`config.mk`:
```
export PLATFORM = sky130hd
export DESIGN_NAME = enemy_scheduler_flat
export DESIGN_NICKNAME = d
export VERILOG_FILES = /design/src/rtl/game_pkg.sv /design/src/rtl/enemy_scheduler_if.sv /design/src/rtl/enemy_life.sv /design/src/rtl/enemy_scheduler.sv /design/src/flat_wrapper.sv
export SDC_FILE = /design/constraint.sdc
export NUM_CORES = 1
export LEC_CHECK = 0
export ABC_AREA = 0
export BUFFER_PORTS_ARGS = -buffer_cell sky130_fd_sc_hd__buf_2
export CAP_MARGIN = 0
export CORE_ASPECT_RATIO = 0.8
export CORE_MARGIN = 2
export CORE_UTILIZATION = 45
export CTS_BUF_LIST = sky130_fd_sc_hd__clkbuf_8
export DETAILED_ROUTE_END_ITERATION = 7
export SLEW_MARGIN = 20
export SYNTH_ARGS = -nofsm -noshare
export SYNTH_HDL_FRONTEND = slang
export SYNTH_SLANG_ARGS = --single-unit
```
`constraint.sdc`:
```
create_clock -name game_frame_clk_rising_edge -period 8.8 [get_ports game_frame_clk_rising_edge]
set_input_delay 1.76 -clock game_frame_clk_rising_edge [delete_from_list [all_inputs] [get_ports game_frame_clk_rising_edge]]
set_output_delay 1.76 -clock game_frame_clk_rising_edge [all_outputs]
set_load 0.1 [all_outputs]
```
`src/rtl/game_pkg.sv`:
```
// game_pkg
//   Shared types and default constants for the enemy scheduling logic.
//   Provides:
//     enemy_state_t       per-enemy life-cycle state
//     arb_state_t         player-attack arbiter state
//     DEFAULT_*           default gameplay constants used as parameter defaults
//     HP_W/CD_W/RT_W      counter widths (HP, cooldown, respawn timer)
//     KILL_W              width of the saturating kill counter
package game_pkg;

    typedef enum logic [1:0] {
        ST_INACTIVE,
        ST_ALIVE,
        ST_DEAD
    } enemy_state_t;

    typedef enum logic {
        ARB_READY,
        ARB_COOL
    } arb_state_t;

    localparam int unsigned DEFAULT_ENEMY_HP      = 3;
    localparam int unsigned DEFAULT_COOLDOWN      = 30;
    localparam int unsigned DEFAULT_RESPAWN_DELAY = 120;

    localparam int unsigned HP_W   = 3;
    localparam int unsigned CD_W   = 5;
    localparam int unsigned RT_W   = 7;
    localparam int unsigned KILL_W = 8;

endpackage

```
`src/rtl/enemy_scheduler_if.sv`:
```
// enemy_scheduler_if
//   Bundles the gameplay-side signals of enemy_scheduler.
//   master : drives Game_Active, Attack_Ready, Enemy_Hit; observes results
//   slave  : the scheduler; receives requests/hits, drives
//            is_alive, Enemy_Is_Attacked, Player_Damage, Grant_Id, Kill_Count
interface enemy_scheduler_if
    import game_pkg::*;
#(
    parameter int unsigned N_ENEMY = 4
);
    localparam int unsigned ID_W = (N_ENEMY > 1) ? $clog2(N_ENEMY) : 1;

    logic                Game_Active;
    logic [N_ENEMY-1:0]  Attack_Ready;
    logic [N_ENEMY-1:0]  Enemy_Hit;
    logic [N_ENEMY-1:0]  is_alive;
    logic [N_ENEMY-1:0]  Enemy_Is_Attacked;
    logic                Player_Damage;
    logic [ID_W-1:0]     Grant_Id;
    logic [KILL_W-1:0]   Kill_Count;

    modport master (
        output Game_Active, Attack_Ready, Enemy_Hit,
        input  is_alive, Enemy_Is_Attacked, Player_Damage, Grant_Id, Kill_Count
    );

    modport slave (
        input  Game_Active, Attack_Ready, Enemy_Hit,
        output is_alive, Enemy_Is_Attacked, Player_Damage, Grant_Id, Kill_Count
    );

endinterface

```
`src/rtl/enemy_life.sv`:
```
// enemy_life
//   Life-cycle FSM of one enemy: INACTIVE -> ALIVE -> DEAD -> ALIVE ...
//   Ports:
//     i_clk          frame clock
//     i_reset        synchronous, active-high reset
//     i_game_active  low forces INACTIVE
//     i_hit          bullet-hit pulse for this enemy
//     o_alive        registered alive flag
//     o_attacked     registered one-frame pulse per non-fatal hit
//     o_kill         same-frame strobe of a fatal hit (feeds the registered
//                    kill counter in the parent)
module enemy_life
    import game_pkg::*;
#(
    parameter int unsigned ENEMY_HP      = DEFAULT_ENEMY_HP,
    parameter int unsigned RESPAWN_DELAY = DEFAULT_RESPAWN_DELAY
) (
    input  logic i_clk,
    input  logic i_reset,
    input  logic i_game_active,
    input  logic i_hit,
    output logic o_alive,
    output logic o_attacked,
    output logic o_kill
);

    localparam logic [HP_W-1:0] HP_LOAD = HP_W'(ENEMY_HP);
    localparam logic [RT_W-1:0] RT_LOAD = RT_W'(RESPAWN_DELAY - 1);

    enemy_state_t    r_state, w_state_nxt;
    logic [HP_W-1:0] r_hp, w_hp_nxt;
    logic [RT_W-1:0] r_timer, w_timer_nxt;
    logic            r_alive, w_alive_nxt;
    logic            r_attacked, w_attacked_nxt;
    logic            w_kill;

    always_ff @(posedge i_clk) begin
        if (i_reset) begin
            r_state    <= ST_INACTIVE;
            r_hp       <= HP_LOAD;
            r_timer    <= '0;
            r_alive    <= 1'b0;
            r_attacked <= 1'b0;
        end else begin
            r_state    <= w_state_nxt;
            r_hp       <= w_hp_nxt;
            r_timer    <= w_timer_nxt;
            r_alive    <= w_alive_nxt;
            r_attacked <= w_attacked_nxt;
        end
    end

    always_comb begin
        w_state_nxt    = r_state;
        w_hp_nxt       = r_hp;
        w_timer_nxt    = r_timer;
        w_attacked_nxt = 1'b0;
        w_kill         = 1'b0;

        if (!i_game_active) begin
            w_state_nxt = ST_INACTIVE;
        end else begin
            case (r_state)
                ST_INACTIVE: begin
                    w_state_nxt = ST_ALIVE;
                    w_hp_nxt    = HP_LOAD;
                end
                ST_ALIVE: begin
                    if (i_hit) begin
                        if (r_hp <= HP_W'(1)) begin
                            // fatal hit: counted as a kill, not as an attack
                            w_state_nxt = ST_DEAD;
                            w_hp_nxt    = '0;
                            w_timer_nxt = RT_LOAD;
                            w_kill      = 1'b1;
                        end else begin
                            w_hp_nxt       = r_hp - HP_W'(1);
                            w_attacked_nxt = 1'b1;
                        end
                    end
                end
                ST_DEAD: begin
                    if (r_timer == '0) begin
                        w_state_nxt = ST_ALIVE;
                        w_hp_nxt    = HP_LOAD;
                    end else begin
                        w_timer_nxt = r_timer - RT_W'(1);
                    end
                end
                default: w_state_nxt = ST_INACTIVE;
            endcase
        end

        w_alive_nxt = (w_state_nxt == ST_ALIVE);
    end

    assign o_alive    = r_alive;
    assign o_attacked = r_attacked;
    assign o_kill     = w_kill;

endmodule

```
`src/rtl/enemy_scheduler.sv`:
```
// enemy_scheduler
//   Manages N_ENEMY enemy life cycles and a round-robin player-attack arbiter
//   with a cooldown between granted attacks. All outputs are registered.
//   Ports:
//     game_frame_clk_rising_edge  frame clock
//     Reset                       synchronous, active-high reset
//     bus (slave)                 Game_Active, Attack_Ready, Enemy_Hit in;
//                                 is_alive, Enemy_Is_Attacked, Player_Damage,
//                                 Grant_Id, Kill_Count out
module enemy_scheduler
    import game_pkg::*;
#(
    parameter int unsigned N_ENEMY       = 4,
    parameter int unsigned ENEMY_HP      = DEFAULT_ENEMY_HP,
    parameter int unsigned COOLDOWN      = DEFAULT_COOLDOWN,
    parameter int unsigned RESPAWN_DELAY = DEFAULT_RESPAWN_DELAY
) (
    input  logic               game_frame_clk_rising_edge,
    input  logic               Reset,
    enemy_scheduler_if.slave   bus
);

    localparam int unsigned     ID_W    = (N_ENEMY > 1) ? $clog2(N_ENEMY) : 1;
    localparam logic [CD_W-1:0] CD_LOAD = CD_W'(COOLDOWN - 1);

    logic [N_ENEMY-1:0] w_alive;
    logic [N_ENEMY-1:0] w_attacked;
    logic [N_ENEMY-1:0] w_kill;

    for (genvar gi = 0; gi < N_ENEMY; gi++) begin : g_enemy
        enemy_life #(
            .ENEMY_HP      (ENEMY_HP),
            .RESPAWN_DELAY (RESPAWN_DELAY)
        ) u_life (
            .i_clk         (game_frame_clk_rising_edge),
            .i_reset       (Reset),
            .i_game_active (bus.Game_Active),
            .i_hit         (bus.Enemy_Hit[gi]),
            .o_alive       (w_alive[gi]),
            .o_attacked    (w_attacked[gi]),
            .o_kill        (w_kill[gi])
        );
    end

    // ---------------- kill counter (saturating) ----------------
    logic [KILL_W-1:0] r_kill_count, w_kill_count_nxt;
    logic [KILL_W:0]   w_kill_sum;

    always_comb begin
        w_kill_sum = {1'b0, r_kill_count};
        for (int unsigned i = 0; i < N_ENEMY; i++) begin
            w_kill_sum = w_kill_sum + (KILL_W+1)'(w_kill[i]);
        end
        w_kill_count_nxt = w_kill_sum[KILL_W] ? '1 : w_kill_sum[KILL_W-1:0];
    end

    // ---------------- round-robin pick ----------------
    logic [ID_W-1:0]    r_rr_ptr, w_rr_nxt;
    logic [N_ENEMY-1:0] w_eligible;
    logic               w_found;
    logic [ID_W-1:0]    w_pick;
    logic [ID_W:0]      w_sum;
    logic [ID_W-1:0]    w_idx;

    always_comb begin
        // a hit in the same frame beats the attack request
        w_eligible = bus.Attack_Ready & w_alive & ~bus.Enemy_Hit;
        w_found    = 1'b0;
        w_pick     = '0;
        w_sum      = '0;
        w_idx      = '0;
        for (int unsigned k = 0; k < N_ENEMY; k++) begin
            w_sum = {1'b0, r_rr_ptr} + (ID_W+1)'(k);
            if (w_sum >= (ID_W+1)'(N_ENEMY)) begin
                w_sum = w_sum - (ID_W+1)'(N_ENEMY);
            end
            w_idx = w_sum[ID_W-1:0];
            if (!w_found && w_eligible[w_idx]) begin
                w_found = 1'b1;
                w_pick  = w_idx;
            end
        end
    end

    // ---------------- attack arbiter ----------------
    arb_state_t      r_arb_state, w_arb_state_nxt;
    logic [CD_W-1:0] r_cd, w_cd_nxt;
    logic [ID_W-1:0] r_grant_id, w_grant_id_nxt;
    logic            r_damage, w_damage_nxt;

    always_ff @(posedge game_frame_clk_rising_edge) begin
        if (Reset) begin
            r_arb_state  <= ARB_READY;
            r_cd         <= '0;
            r_rr_ptr     <= '0;
            r_grant_id   <= '0;
            r_damage     <= 1'b0;
            r_kill_count <= '0;
        end else begin
            r_arb_state  <= w_arb_state_nxt;
            r_cd         <= w_cd_nxt;
            r_rr_ptr     <= w_rr_nxt;
            r_grant_id   <= w_grant_id_nxt;
            r_damage     <= w_damage_nxt;
            r_kill_count <= w_kill_count_nxt;
        end
    end

    always_comb begin
        w_arb_state_nxt = r_arb_state;
        w_cd_nxt        = r_cd;
        w_rr_nxt        = r_rr_ptr;
        w_grant_id_nxt  = r_grant_id;
        w_damage_nxt    = 1'b0;

        if (!bus.Game_Active) begin
            w_arb_state_nxt = ARB_READY;
            w_cd_nxt        = '0;
        end else begin
            case (r_arb_state)
                ARB_READY: begin
                    if (w_found) begin
                        w_damage_nxt    = 1'b1;
                        w_grant_id_nxt  = w_pick;
                        w_rr_nxt        = (w_pick == ID_W'(N_ENEMY - 1)) ? '0 : w_pick + ID_W'(1);
                        w_cd_nxt        = CD_LOAD;
                        w_arb_state_nxt = (COOLDOWN > 1) ? ARB_COOL : ARB_READY;
                    end
                end
                ARB_COOL: begin
                    // Leave COOL on the frame the counter reaches 0 so that
                    // consecutive grants are exactly COOLDOWN frames apart.
                    if (r_cd <= CD_W'(1)) begin
                        w_cd_nxt        = '0;
                        w_arb_state_nxt = ARB_READY;
                    end else begin
                        w_cd_nxt = r_cd - CD_W'(1);
                    end
                end
                default: w_arb_state_nxt = ARB_READY;
            endcase
        end
    end

    assign bus.is_alive          = w_alive;
    assign bus.Enemy_Is_Attacked = w_attacked;
    assign bus.Player_Damage     = r_damage;
    assign bus.Grant_Id          = r_grant_id;
    assign bus.Kill_Count        = r_kill_count;

endmodule
```
`src/flat_wrapper.sv`:
```
// flat-port wrapper written by rule: the top's interface ports become plain ports
module enemy_scheduler_flat import game_pkg::*;
#(
    parameter int unsigned N_ENEMY       = 4,
    parameter int unsigned ENEMY_HP      = DEFAULT_ENEMY_HP,
    parameter int unsigned COOLDOWN      = DEFAULT_COOLDOWN,
    parameter int unsigned RESPAWN_DELAY = DEFAULT_RESPAWN_DELAY
)
  (game_frame_clk_rising_edge, Reset, bus_Game_Active, bus_Attack_Ready, bus_Enemy_Hit, bus_is_alive, bus_Enemy_Is_Attacked, bus_Player_Damage, bus_Grant_Id, bus_Kill_Count);
  enemy_scheduler_if #(.N_ENEMY(N_ENEMY)) bus_i ();
  input  logic game_frame_clk_rising_edge;
  input  logic Reset;
  input wire logic [$bits(bus_i.Game_Active)-1:0] bus_Game_Active;
  input wire logic [$bits(bus_i.Attack_Ready)-1:0] bus_Attack_Ready;
  input wire logic [$bits(bus_i.Enemy_Hit)-1:0] bus_Enemy_Hit;
  output wire logic [$bits(bus_i.is_alive)-1:0] bus_is_alive;
  output wire logic [$bits(bus_i.Enemy_Is_Attacked)-1:0] bus_Enemy_Is_Attacked;
  output wire logic [$bits(bus_i.Player_Damage)-1:0] bus_Player_Damage;
  output wire logic [$bits(bus_i.Grant_Id)-1:0] bus_Grant_Id;
  output wire logic [$bits(bus_i.Kill_Count)-1:0] bus_Kill_Count;
  assign bus_i.Game_Active = bus_Game_Active;
  assign bus_i.Attack_Ready = bus_Attack_Ready;
  assign bus_i.Enemy_Hit = bus_Enemy_Hit;
  assign bus_is_alive = bus_i.is_alive;
  assign bus_Enemy_Is_Attacked = bus_i.Enemy_Is_Attacked;
  assign bus_Player_Damage = bus_i.Player_Damage;
  assign bus_Grant_Id = bus_i.Grant_Id;
  assign bus_Kill_Count = bus_i.Kill_Count;
  enemy_scheduler #(.N_ENEMY(N_ENEMY), .ENEMY_HP(ENEMY_HP), .COOLDOWN(COOLDOWN), .RESPAWN_DELAY(RESPAWN_DELAY)) u_core (.game_frame_clk_rising_edge(game_frame_clk_rising_edge), .Reset(Reset), .bus(bus_i));
endmodule
```
* Word level (Yosys, flattened, before mapping)
Index checks and enable logic that the tools add are counted.
** Operators by class
- $add $sub $neg :: 21
- $lt $le $gt $ge :: 13
- Equality and inequality tests :: 30
- Multiplexer cells :: 100
- Bitwise operators :: 13
- Reductions and logical operators :: 37
** Operators by type and width (count)
- two-way mux 7 bit :: 12
- one-hot mux 7 bit (2 select lines) :: 4
- two-way mux 2 bit :: 25
- two-way mux 3 bit :: 12
- one-hot mux 3 bit (3 select lines) :: 4
- inequality test 2 bit (second input constant) :: 16
- two-way mux 1 bit :: 30
- zero test 7 bit :: 4
- subtractor 7 x 1 -> 7 bit (second input constant) :: 4
- adder 9 x 1 -> 9 bit :: 3
- one-hot mux 2 bit (3 select lines) :: 4
- AND reduction 5 bit :: 4
- == test 2 x 1 -> 1 bit (second input constant) :: 8
- AND reduction 4 bit :: 4
- OR reduction 4 bit :: 4
- less-or-equal comparator 3 x 1 -> 1 bit (second input constant) :: 4
- < comparator 2 x 3 -> 1 bit (second input constant) :: 4
- nonzero test 3 bit :: 4
- subtractor 3 x 1 -> 3 bit (second input constant) :: 4
- == test 2 bit (second input constant) :: 5
- two-way mux 5 bit :: 2
- inverter 1 bit :: 10
- one-hot mux 5 bit (2 select lines) :: 1
- adder 8 x 1 -> 9 bit :: 1
- other kinds (21) :: 41
** Word-level totals
- Bits in registers :: 75
- Input port bits :: 11
- Output and inout bits :: 19
- Word-level logic and storage cells :: 240

* Depth between registers and ports, before layout
- Word-level depth :: 16
- Gate-level depth with buffers :: 14

* Hierarchy
From an unflattened synthesis, not the netlist that was laid out.
** Second synthesis, totals
- Cell total of the unflattened synthesis :: 511
- Area, all modules :: 4576.9 µm²
** Modules (own cells, without submodules)
- enemy_life :: instances 4, cells an instance 94, area an instance 849.6 µm², sequential area each 280.3 µm²
- enemy_scheduler :: instances 1, cells an instance 135, area an instance 1178.6 µm², sequential area each 380.4 µm²

* Worst setup path before layout
No wires, ideal clock.
- Path type :: input to register
- Start point :: input bus_Game_Active
- End point :: register u_core.r_kill_count[0], in the netlist u_core.bus.Kill_Count[0]
- Setup time :: 0.132 ns
- Data arrival time :: 4.451 ns
- Data required time :: 8.668 ns
- Path slack :: 4.217 ns
- Cell stages on the path :: 12
- Buffers on the path :: 2
- Cells stage by stage :: clkbuf_1 -> clkbuf_1 -> nand2_1 -> fa_1 -> inv_1 -> fa_1 -> fa_1 -> and3_1 -> nand3_1 -> inv_1 -> nand3_1 -> a21oi_1
** On the way
- Longest elaborated chain between the ends :: 6
** Ends and longest elaborated chain
- from (decl) :: line flat_wrapper.sv:13 : input wire logic [$bits(bus_i.Game_Active)-1:0] bus_Game_Active;
- two-way mux 1 bit :: line enemy_life.sv:60 : if (!i_game_active) begin
- adder 8 x 1 -> 9 bit :: line enemy_scheduler.sv:52 : w_kill_sum = w_kill_sum + (KILL_W+1)'(w_kill[i]);
- adder 9 x 1 -> 9 bit (2 in a row) :: line enemy_scheduler.sv:52
- adder 9 x 1 -> 9 bit (*) :: line enemy_scheduler.sv:52
- two-way mux 8 bit (*) :: line enemy_scheduler.sv:54 : w_kill_count_nxt = w_kill_sum[KILL_W] ? '1 : w_kill_sum[KILL_W-1:0];
- to (signal assigned) :: line enemy_scheduler.sv:105 : r_kill_count <= w_kill_count_nxt;
- to (decl) :: line enemy_scheduler.sv:46 : logic [KILL_W-1:0] r_kill_count, w_kill_count_nxt;
Every way passes the cells marked *; elsewhere a longest branch is shown, timed or not.
A chain may end at the register's enable or synchronous reset.

* Worst setup path in the final report
Same ends and word-level chain as after synthesis.

==> flow_summary.yaml <==
run_status:
  status: "complete, no violations"
drt:
  vias_per_cell: 5.44
  wl_um: 8080
  antenna_left: 0
  vias: 3176
  drc_errors: 0
  routedWlPerCell_um: 13.8
  dr.pass1.iters: 4
  drt-initial-drc-count: 228
timing:
  period_needed_ps: 5160
  min_period_over_period: 0.587
  fmax_mhz: 194
  slew_headroom: 0.418
  setup_viol: 0
  clock_skew_ps: 6.15
  drv_slew: 0
  postLayoutSetupSlackWorst_ps: 3640
  hold_ws_ps: 476
  rsz0062_at_grt: "false"
  tightestPinTransition_ps: 874
  hold_viol_final: 0
  fin_tns_setup_ps: 0
yosys:
  synth_top_cell_by_area: "dfxtp_1"
  synthArstFlopShare: 0
  syn_nets: 476
  ys_top_cells_by_area: "dfxtp_1, a21oi_1, ha_1, nor2_1, inv_1"
  synth_cell_types: 55
  syn_inst: 447
  synth_area_mm2: 0.00384
  synth-seq-cells: 75
  yosysWarningCount: 0
  synth.avg_cell_area_um2: 8.60
  synthFlopType: "dfxtp_1"
  ys_seq_area_frac: 0.391
  yosysTopAreaCellShare: 0.391
  synth_edf_count: 0
clocking:
  cts_tree: "built"
  clockBufferDepth: 2
  path_clk_slew_ps: 70
  post-cts-setup-buffers: 0
  cts_resized: 0
  cts_sinks: 75
  cts_made_buffers: 9
  cts_max_level: 3
  cts_hold_buf: 0
  cts_root_buffer: "clkbuf_8"
  clk_latency_ps: 330
min_path:
  worstHoldEndpoint: "u_core.g_enemy[3].u_life.r_timer[6]"
  whs_path_depth: 2
  hp-start: "u_core.g_enemy[3].u_life.r_timer[6]"
  hp-class: "reg2reg"
placement:
  dpl_cell_area_mm2: 0.00402
  place_inst: 568
  gp_congestion: 0.785
  dp_slack_ps: 3320
  hpwl_um: 5710
  port_buffers: 29
global_route:
  grt.met3_usage: 0.0481
  grt_max_degree: 44
  grt_pass1_wl_um: 13700
  gr-max-usage-layer: "met2"
  grt_pass1_vias: 2894
  use_met2: 0.292
  antenna_found_initial: 0
  groute.usage.overall: 0.183
  overflow: 0
  gr-usage-met1: 0.248
power_and_ir_drop:
  power_mw: 0.634
  power.density_mw_per_mm2: 151
  p_leak_nw: 1.76
  peakVddDrop_v: 0.0000904
setup_path:
  crit_type: "in2reg"
  r2r_cells: 13
  path_max_fanout: 31
  endpoint_kind: "register"
  cp_data_required_time_ps: 8980
  r2r_start: "u_core.g_enemy[0].u_life.r_hp[0]"
  arrival_ps: 5350
  worstSetupStartpointType: "primary input"
  r2r-end: "u_core.bus.Kill_Count[0]"
  reg2reg_slack_ps: 5050
floorplanning:
  die_x_um: 107
  core-area_mm2: 0.00837
  io_pins: 30
  die_area_mm2: 0.00930
  start_util: 0.459
  die_h_um: 86.7
  rows: 30
layout:
  final_cells: 584
  fin_nets: 496
  final_cell_area_mm2: 0.00419
  layout_commonest_cell: "dfxtp_1"
  fillers: 808
  layout-drive-gt1-share: 0.119
  final_util: 0.500
  diodes: 0
  final_cell_mix: "dfxtp_1, nor2_1, a21oi_1"
  syn_to_final_growth_pct: 8.95
flow_run:
  drv_cap: 0
[sequential cells by signal, indices dropped and copies added (netlist names), named ones only]
name / cells
u_core.g_enemy.u_life.o_attacked: 4
u_core.g_enemy.u_life.r_hp: 12
u_core.g_enemy.u_life.r_timer: 28
u_core.g_enemy.u_life.r_state: 8
u_core.r_arb_state: 1
u_core.r_rr_ptr: 1
u_core.bus.Kill_Count: 8
u_core.g_enemy.u_life.o_alive: 4
u_core.r_cd: 5
u_core.bus.Player_Damage: 1
u_core.bus.Grant_Id: 2
[synth_stat cells, types with 7 or more instances]
| cell | count |
|---|---|
| a211oi_1 | 7 |
| xor2_1 | 13 |
| o211ai_1 | 8 |
| mux2i_1 | 9 |
| xnor2_1 | 8 |
| nor3_1 | 23 |
| a21oi_1 | 38 |
| nand2_1 | 22 |
| ha_1 | 15 |
| inv_1 | 34 |
| dfxtp_1 | 75 |
| buf_4 | 9 |
| nor2b_1 | 7 |
| o21ba_2 | 7 |
| o21ai_0 | 18 |
| clkbuf_1 | 10 |
| o2111ai_1 | 7 |
| nor2_1 | 47 |
| nand3b_1 | 10 |
[layer usage]
metal  up-vias  wire [um]
met5         -          0
met4         0         27
met3         2        257
met2        44       3620
met1      1502       4170
li1       1628          -
[worst max-delay path by stage]
stage               startpoint  slack, ps  cells past startpoint                        to
2_1_floorplan  bus_Game_Active       4220                     12  u_core.bus.Kill_Count[0]
3_3_place_gp   bus_Game_Active       3390                     13  u_core.bus.Kill_Count[0]
3_5_place_dp   bus_Game_Active       3320                     13  u_core.bus.Kill_Count[4]
4_1_cts        bus_Game_Active       3670                     13  u_core.bus.Kill_Count[3]
5_1_grt        bus_Game_Active       3350                     13  u_core.bus.Kill_Count[0]
6_report       bus_Game_Active       3640                     13  u_core.bus.Kill_Count[0]
[kinds of logic (layout without fill, tap and decap cells)]
| group | count (synthesis) | after routing | share of synthesized area |
|---|---|---|---|
| AND/OR/NAND/NOR | 151 | 151 | 0.206 |
| AO/OA/AOI/OAI | 117 | 117 | 0.200 |
| flip-flops | 75 | 75 | 0.391 |
| buffers and inverters | 54 | 79 | 0.0628 |
| XOR/XNOR | 21 | 21 | 0.0479 |
| adder cells (fa/ha/maj) | 20 | 20 | 0.0697 |
| multiplexers | 9 | 9 | 0.0234 |
[critical path, cell delays in order]
cell and delay (ps):
buf_2 430, inv_1 200, nor4_1 620, inv_1 210, fa_1 530, inv_1 50
fa_1 420, fa_1 410, and3_1 180, nand3_1 130, inv_1 70, nand3_1 210
a21oi_1 110
[report_power, final]
group / internal, mW / switching (mW) / total [mW]
registers: 0.344 / 0.00525 / 0.350
logic: 0.0150 / 0.0361 / 0.0511
clock network: 0.114 / 0.120 / 0.234
[layout make-up]
| cell class | instances | area (um^2) | area share |
|---|---|---|---|
| multi-input cells | 318 | 2100 | 0.502 |
| flip-flops and latches | 75 | 1500 | 0.359 |
| clock buffers | 11 | 151 | 0.0362 |
| repair buffers | 29 | 145 | 0.0347 |
| well taps | 112 | 140 | 0.0335 |
| inverters | 34 | 128 | 0.0305 |
| clock inverters | 5 | 21.3 | 0.00508 |
Power figures use the tool's default switching activity.
